==> config.mk <==
export PLATFORM = sky130hd
export DESIGN_NAME = cordic_angle_reduce
export DESIGN_NICKNAME = d
export VERILOG_FILES = /design/src/rtl/cordic_pkg.sv /design/src/rtl/cordic_fold.sv /design/src/rtl/cordic_angle_reduce.sv
export SDC_FILE = /design/constraint.sdc
export NUM_CORES = 1
export LEC_CHECK = 0
export CAP_MARGIN = 0
export CORE_MARGIN = 4
export CORE_UTILIZATION = 51
export CTS_CLUSTER_SIZE = 10
export DETAILED_ROUTE_END_ITERATION = 8
export GPL_ROUTABILITY_DRIVEN = 0
export GPL_TIMING_DRIVEN = 0
export HOLD_SLACK_MARGIN = 0.1
export PLACE_DENSITY = 0.76
export RECOVER_POWER = 50
export SYNTH_ARGS = -nofsm -noshare
export SYNTH_HDL_FRONTEND = slang
export SYNTH_SLANG_ARGS = --single-unit
==> constraint.sdc <==
create_clock -name clk -period 3.5 [get_ports clk]
set_input_delay 0.525 -clock clk [delete_from_list [all_inputs] [get_ports clk]]
set_output_delay 0.525 -clock clk [all_outputs]
set_load 0.01 [all_outputs]
==> src/rtl/cordic_pkg.sv <==
// Shared constants, state encoding and angle-scaling helper for the CORDIC
// angle-reduction front end.
package cordic_pkg;

  localparam int unsigned ANGLE_W_DEFAULT = 32;
  localparam int unsigned FRAC_W_DEFAULT  = 11;

  function automatic longint deg(input int unsigned d, input int unsigned frac);
    return longint'(d) << frac;
  endfunction

  localparam longint DEG_90  = deg(90,  FRAC_W_DEFAULT);
  localparam longint DEG_180 = deg(180, FRAC_W_DEFAULT);
  localparam longint DEG_270 = deg(270, FRAC_W_DEFAULT);
  localparam longint DEG_360 = deg(360, FRAC_W_DEFAULT);

  typedef enum logic [1:0] {
    ST_IDLE,
    ST_REDUCE,
    ST_FOLD,
    ST_OUT
  } state_e;

endpackage

==> src/rtl/cordic_fold.sv <==
// Folds an angle in [0,360) deg into [-90,+90] deg, flags cos negation and
// reports the quadrant of the unfolded angle.
module cordic_fold
  import cordic_pkg::*;
#(
  parameter int unsigned ANGLE_W = ANGLE_W_DEFAULT,
  parameter int unsigned FRAC_W  = FRAC_W_DEFAULT
) (
  input  logic signed [ANGLE_W:0]   a_i,
  output logic signed [ANGLE_W-1:0] angle_o,
  output logic                      cos_neg_o,
  output logic [1:0]                quadrant_o
);

  localparam int unsigned AW = ANGLE_W + 1;
  localparam logic signed [AW-1:0] D90  = AW'(deg(90,  FRAC_W));
  localparam logic signed [AW-1:0] D180 = AW'(deg(180, FRAC_W));
  localparam logic signed [AW-1:0] D270 = AW'(deg(270, FRAC_W));
  localparam logic signed [AW-1:0] D360 = AW'(deg(360, FRAC_W));

  logic signed [AW-1:0] folded;

  always_comb begin
    folded    = a_i;
    cos_neg_o = 1'b0;
    if (a_i > D270) begin
      folded = a_i - D360;
    end else if (a_i > D90) begin
      folded    = D180 - a_i;
      cos_neg_o = 1'b1;
    end
    angle_o = ANGLE_W'(folded);
  end

  // Quadrants are half-open, so exactly 90/180/270 deg start the next one.
  always_comb begin
    if (a_i >= D270)      quadrant_o = 2'd3;
    else if (a_i >= D180) quadrant_o = 2'd2;
    else if (a_i >= D90)  quadrant_o = 2'd1;
    else                  quadrant_o = 2'd0;
  end

endmodule

==> src/rtl/cordic_angle_reduce.sv <==
// Reduces an arbitrary signed angle to [0,360) by repeated +/-360 steps, then
// folds it into [-90,+90] for a downstream CORDIC with a valid/ready handshake.
module cordic_angle_reduce
  import cordic_pkg::*;
#(
  parameter int unsigned ANGLE_W = ANGLE_W_DEFAULT,
  parameter int unsigned FRAC_W  = FRAC_W_DEFAULT
) (
  input  logic                      clk,
  input  logic                      rst_n,
  input  logic                      in_valid,
  output logic                      in_ready,
  input  logic signed [ANGLE_W-1:0] in_angle,
  output logic                      out_valid,
  input  logic                      out_ready,
  output logic signed [ANGLE_W-1:0] out_angle,
  output logic                      out_cos_neg,
  output logic [1:0]                out_quadrant
);

  localparam int unsigned AW = ANGLE_W + 1;
  localparam logic signed [AW-1:0] D360 = AW'(deg(360, FRAC_W));

  state_e                   state_q;
  logic signed [AW-1:0]     a_q;
  logic                     out_valid_q;
  logic signed [ANGLE_W-1:0] out_angle_q;
  logic                     out_cos_neg_q;
  logic [1:0]               out_quadrant_q;

  logic signed [ANGLE_W-1:0] fold_angle;
  logic                      fold_cos_neg;
  logic [1:0]                fold_quadrant;

  cordic_fold #(
    .ANGLE_W (ANGLE_W),
    .FRAC_W  (FRAC_W)
  ) u_fold (
    .a_i        (a_q),
    .angle_o    (fold_angle),
    .cos_neg_o  (fold_cos_neg),
    .quadrant_o (fold_quadrant)
  );

  // One extra bit on a keeps a +/-360 step from wrapping at the input extremes.
  always_ff @(posedge clk or negedge rst_n) begin
    if (!rst_n) begin
      state_q        <= ST_IDLE;
      a_q            <= '0;
      out_valid_q    <= 1'b0;
      out_angle_q    <= '0;
      out_cos_neg_q  <= 1'b0;
      out_quadrant_q <= '0;
    end else begin
      case (state_q)
        ST_IDLE: begin
          if (in_valid) begin
            a_q     <= AW'(in_angle);
            state_q <= ST_REDUCE;
          end
        end
        ST_REDUCE: begin
          if (a_q >= D360)        a_q <= a_q - D360;
          else if (a_q[AW-1])     a_q <= a_q + D360;
          else                    state_q <= ST_FOLD;
        end
        ST_FOLD: begin
          out_angle_q    <= fold_angle;
          out_cos_neg_q  <= fold_cos_neg;
          out_quadrant_q <= fold_quadrant;
          out_valid_q    <= 1'b1;
          state_q        <= ST_OUT;
        end
        ST_OUT: begin
          if (out_ready) begin
            out_valid_q <= 1'b0;
            state_q     <= ST_IDLE;
          end
        end
        default: state_q <= ST_IDLE;
      endcase
    end
  end

  assign in_ready     = (state_q == ST_IDLE);
  assign out_valid    = out_valid_q;
  assign out_angle    = out_angle_q;
  assign out_cos_neg  = out_cos_neg_q;
  assign out_quadrant = out_quadrant_q;

endmodule

==> qor.yml <==
outcome: "complete, but fails checks"
violations: "design-rule violations, max-capacitance violations, max-slew violations"
grt_max_degree: 72
p_leak_uw: 0.00237
power.ir.vdd_worst_uv: 549
setup_violations: 0
clk_latency_ns: 0.37
holdPathEnd: "out_angle[29]$_DFFE_PN0P_"
synthTopCellsByArea: "dfrtp_1 36%, mux2_2 4.7%, a21oi_1 3.9%"
rr_startpoint: "a_q[14]$_DFFE_PN0P_"
drtAntennaViolNets: 0
routedWlPerCell_um: 20.1
yosys.area.top_type: "dfrtp_1"
ys_types: 84
hold_path.class: "flop to flop"
power_uw: 6070
drive_above_1_share_pct: 13.7
arrival_ns: 3.34
fin_skew_ns: 0.0179
max-slew-margin-rel_pct: -16.4
drc: 1
yosysSeqAreaShare_pct: 35.7
wirelength_um: 15700
clock_sinks: 71
core-area_um2: 9370
cts-root-buf: "clkbuf_8"
maxSlewViolCount: 72
rsz0062_at_grt: "no"
cts_buffers: 9
overflow: 0
die_area_um2: 11400
fmaxAchievable_mhz: 328
dr.first_iter.drc_count: 568
path_class: "flop to flop"
vias_per_cell: 6.40
synth_warnings: 0
vias: 4991
die_w_um: 107
final_common_cell: "dfrtp_1"
instances_no_fill: 780
slowest_stage: "dfrtp_1"
path_cells: "buf_2 -> inv_1 -> ha_1 -> and3b_1 -> o21ai_1 -> nand2_1 -> or3_1 -> o32ai_1 -> o221ai_1 -> a2bb2oi_1"
synth-main-ff-cell: "dfrtp_1"
die_h_um: 107
first_pass_iters: 9
io_buffers: 72
tightest_slew_ns: 1.75
synth_edf_count: 0
avgSynthCellArea_um2: 8.84
syn_nets: 608
grt_pass1_vias: 4910
ys_ff_latch: 71
async_flop_share_pct: 100
grt_pass1_wl_um: 25400
grtUsageTotal_pct: 28.1
cts_resized: 0
hpwl_um: 11400
r2r_cells: 10
period_needed_ns: 3.05
cts.htree.levels: 3
powerDensity_nw_per_um2: 1000
start_util_pct: 53.1
row_count: 35
path_clk_slew_ns: 0.09
cp_max_fo: 10
place_inst: 764
final_nets: 691
cts_tree: "yes"
antenna_cells: 0
antenna_found_initial: 0
crit_required_ns: 3.79
final_cell_mix: "71 x dfrtp_1, 54 x clkdlybuf4s50_1, 51 x nor2_1"
netlist_instances: 563
cts_hold_repair.buffers: 0
min_path_cells: 1
min-delay-start: "out_angle[29]$_DFFE_PN0P_"
area_growth_pct: 21.6
synth_top_area_share_pct: 35.7
cts_buffer_depth: 2
rrSetupSlack_ns: 0.45
post-cts-setup-buffers: 0
maxCapViolCount: 1
worstReg2RegEnd: "a_q[24]$_DFFE_PN0P_"
hold_viol: 0
critical-path-max-stage-delay_ns: 0.46
pin_count: 73
cp-end-kind: "flop"
worst_setup_path_start_kind: "flop"
min_period_over_period_pct: 87.2
synth_area_um2: 4980
cell usage after synthesis, drive strengths merged (13+ instances only):
master	number
inv	21
nor2	52
o21ai	37
xnor2	16
mux2	21
dfrtp	71
a21oi	41
nand3	13
clkbuf	19
buf	25
nand2	51
worst max-delay path, delay by kind of cell, from the launching register on:
kind | cells | cell delay [ns]
adder cells (fa/ha/maj) | 1 | 0.27
AO/OA/AOI/OAI | 4 | 1.01
AND/OR/NAND/NOR | 3 | 0.86
buffers and inverters | 2 | 0.38
flip-flops | 1 | 0.46
area by class of cell:
type	instances	area, um^2
timing repair buffer	72	716
clock inverter	7	72.6
tap	129	161
fill	831	3320
multi-input combinational	426	2880
buffer	44	241
sequential	71	1780
inverter	22	82.6
clock buffer	9	124
worst max-delay path by stage:
stage                        start             endpoint  slack (ns)  depth (start not counted)
2_1_floorplan  a_q[14]$_DFFE_PN0P_  a_q[24]$_DFFE_PN0P_        1.15                         10
3_3_place_gp                 rst_n   a_q[8]$_DFFE_PN0P_       -0.50                          1
3_5_place_dp   a_q[14]$_DFFE_PN0P_  a_q[24]$_DFFE_PN0P_        0.59                         10
4_1_cts        a_q[14]$_DFFE_PN0P_  a_q[24]$_DFFE_PN0P_        0.55                         10
5_1_grt        a_q[14]$_DFFE_PN0P_  a_q[24]$_DFFE_PN0P_        0.30                         10
6_report       a_q[14]$_DFFE_PN0P_  a_q[24]$_DFFE_PN0P_        0.45                         10
cell families (layout without fill, tap and decap cells):
group | count (synthesis) | in the layout | synth area share, %
buf+inv | 66 | 154 | 6.51
fa+ha+maj | 9 | 9 | 2.26
xor+xnor | 26 | 26 | 4.57
simple gates | 178 | 178 | 18.7
compound gates | 186 | 186 | 26.3
mux | 27 | 27 | 5.96
flops | 71 | 71 | 35.7
registers in the layout (all words and copies together) (netlist names):
name / count
state_q: 2
out_cos_neg: 1
a_q: 33
out_valid: 1
out_angle: 32
out_quadrant: 2
routing by layer:
metal | wire length [um] | GRT usage (%) | share of wire [%]
met2 | 7060 | 42.7 | 45
met4 | 577 | 12.1 | 3.7
met1 | 6620 | 38.3 | 42
met3 | 1430 | 6.80 | 9.1
met5 | 0 | 0 | 0
through the flow:
stage                     hold WS, ns  setup slack [ns]  area [um^2]  TNS [ns]  util [%]
after global placement          0.468            -0.505         5860    -35.59      62.5
after detailed placement        0.469             0.587         5860         0      62.5
after CTS                       0.317             0.552         6050         0      64.6
after floorplan                 0.229              1.15         4980         0         -
after global routing            0.499             0.304         6050         0      64.6
final                           0.476             0.449         6050         0      64.6
report_power, final:
part / leakage (uW) / switching, uW / internal (uW) / total [uW]
clock network: 0.0000956 / 356 / 330 / 686
logic: 0.00144 / 2260 / 1520 / 3770
registers: 0.000829 / 368 / 1240 / 1610
total: 0.00237 / 2980 / 3090 / 6070
Note: power is estimated with default switching activity, not from simulation.
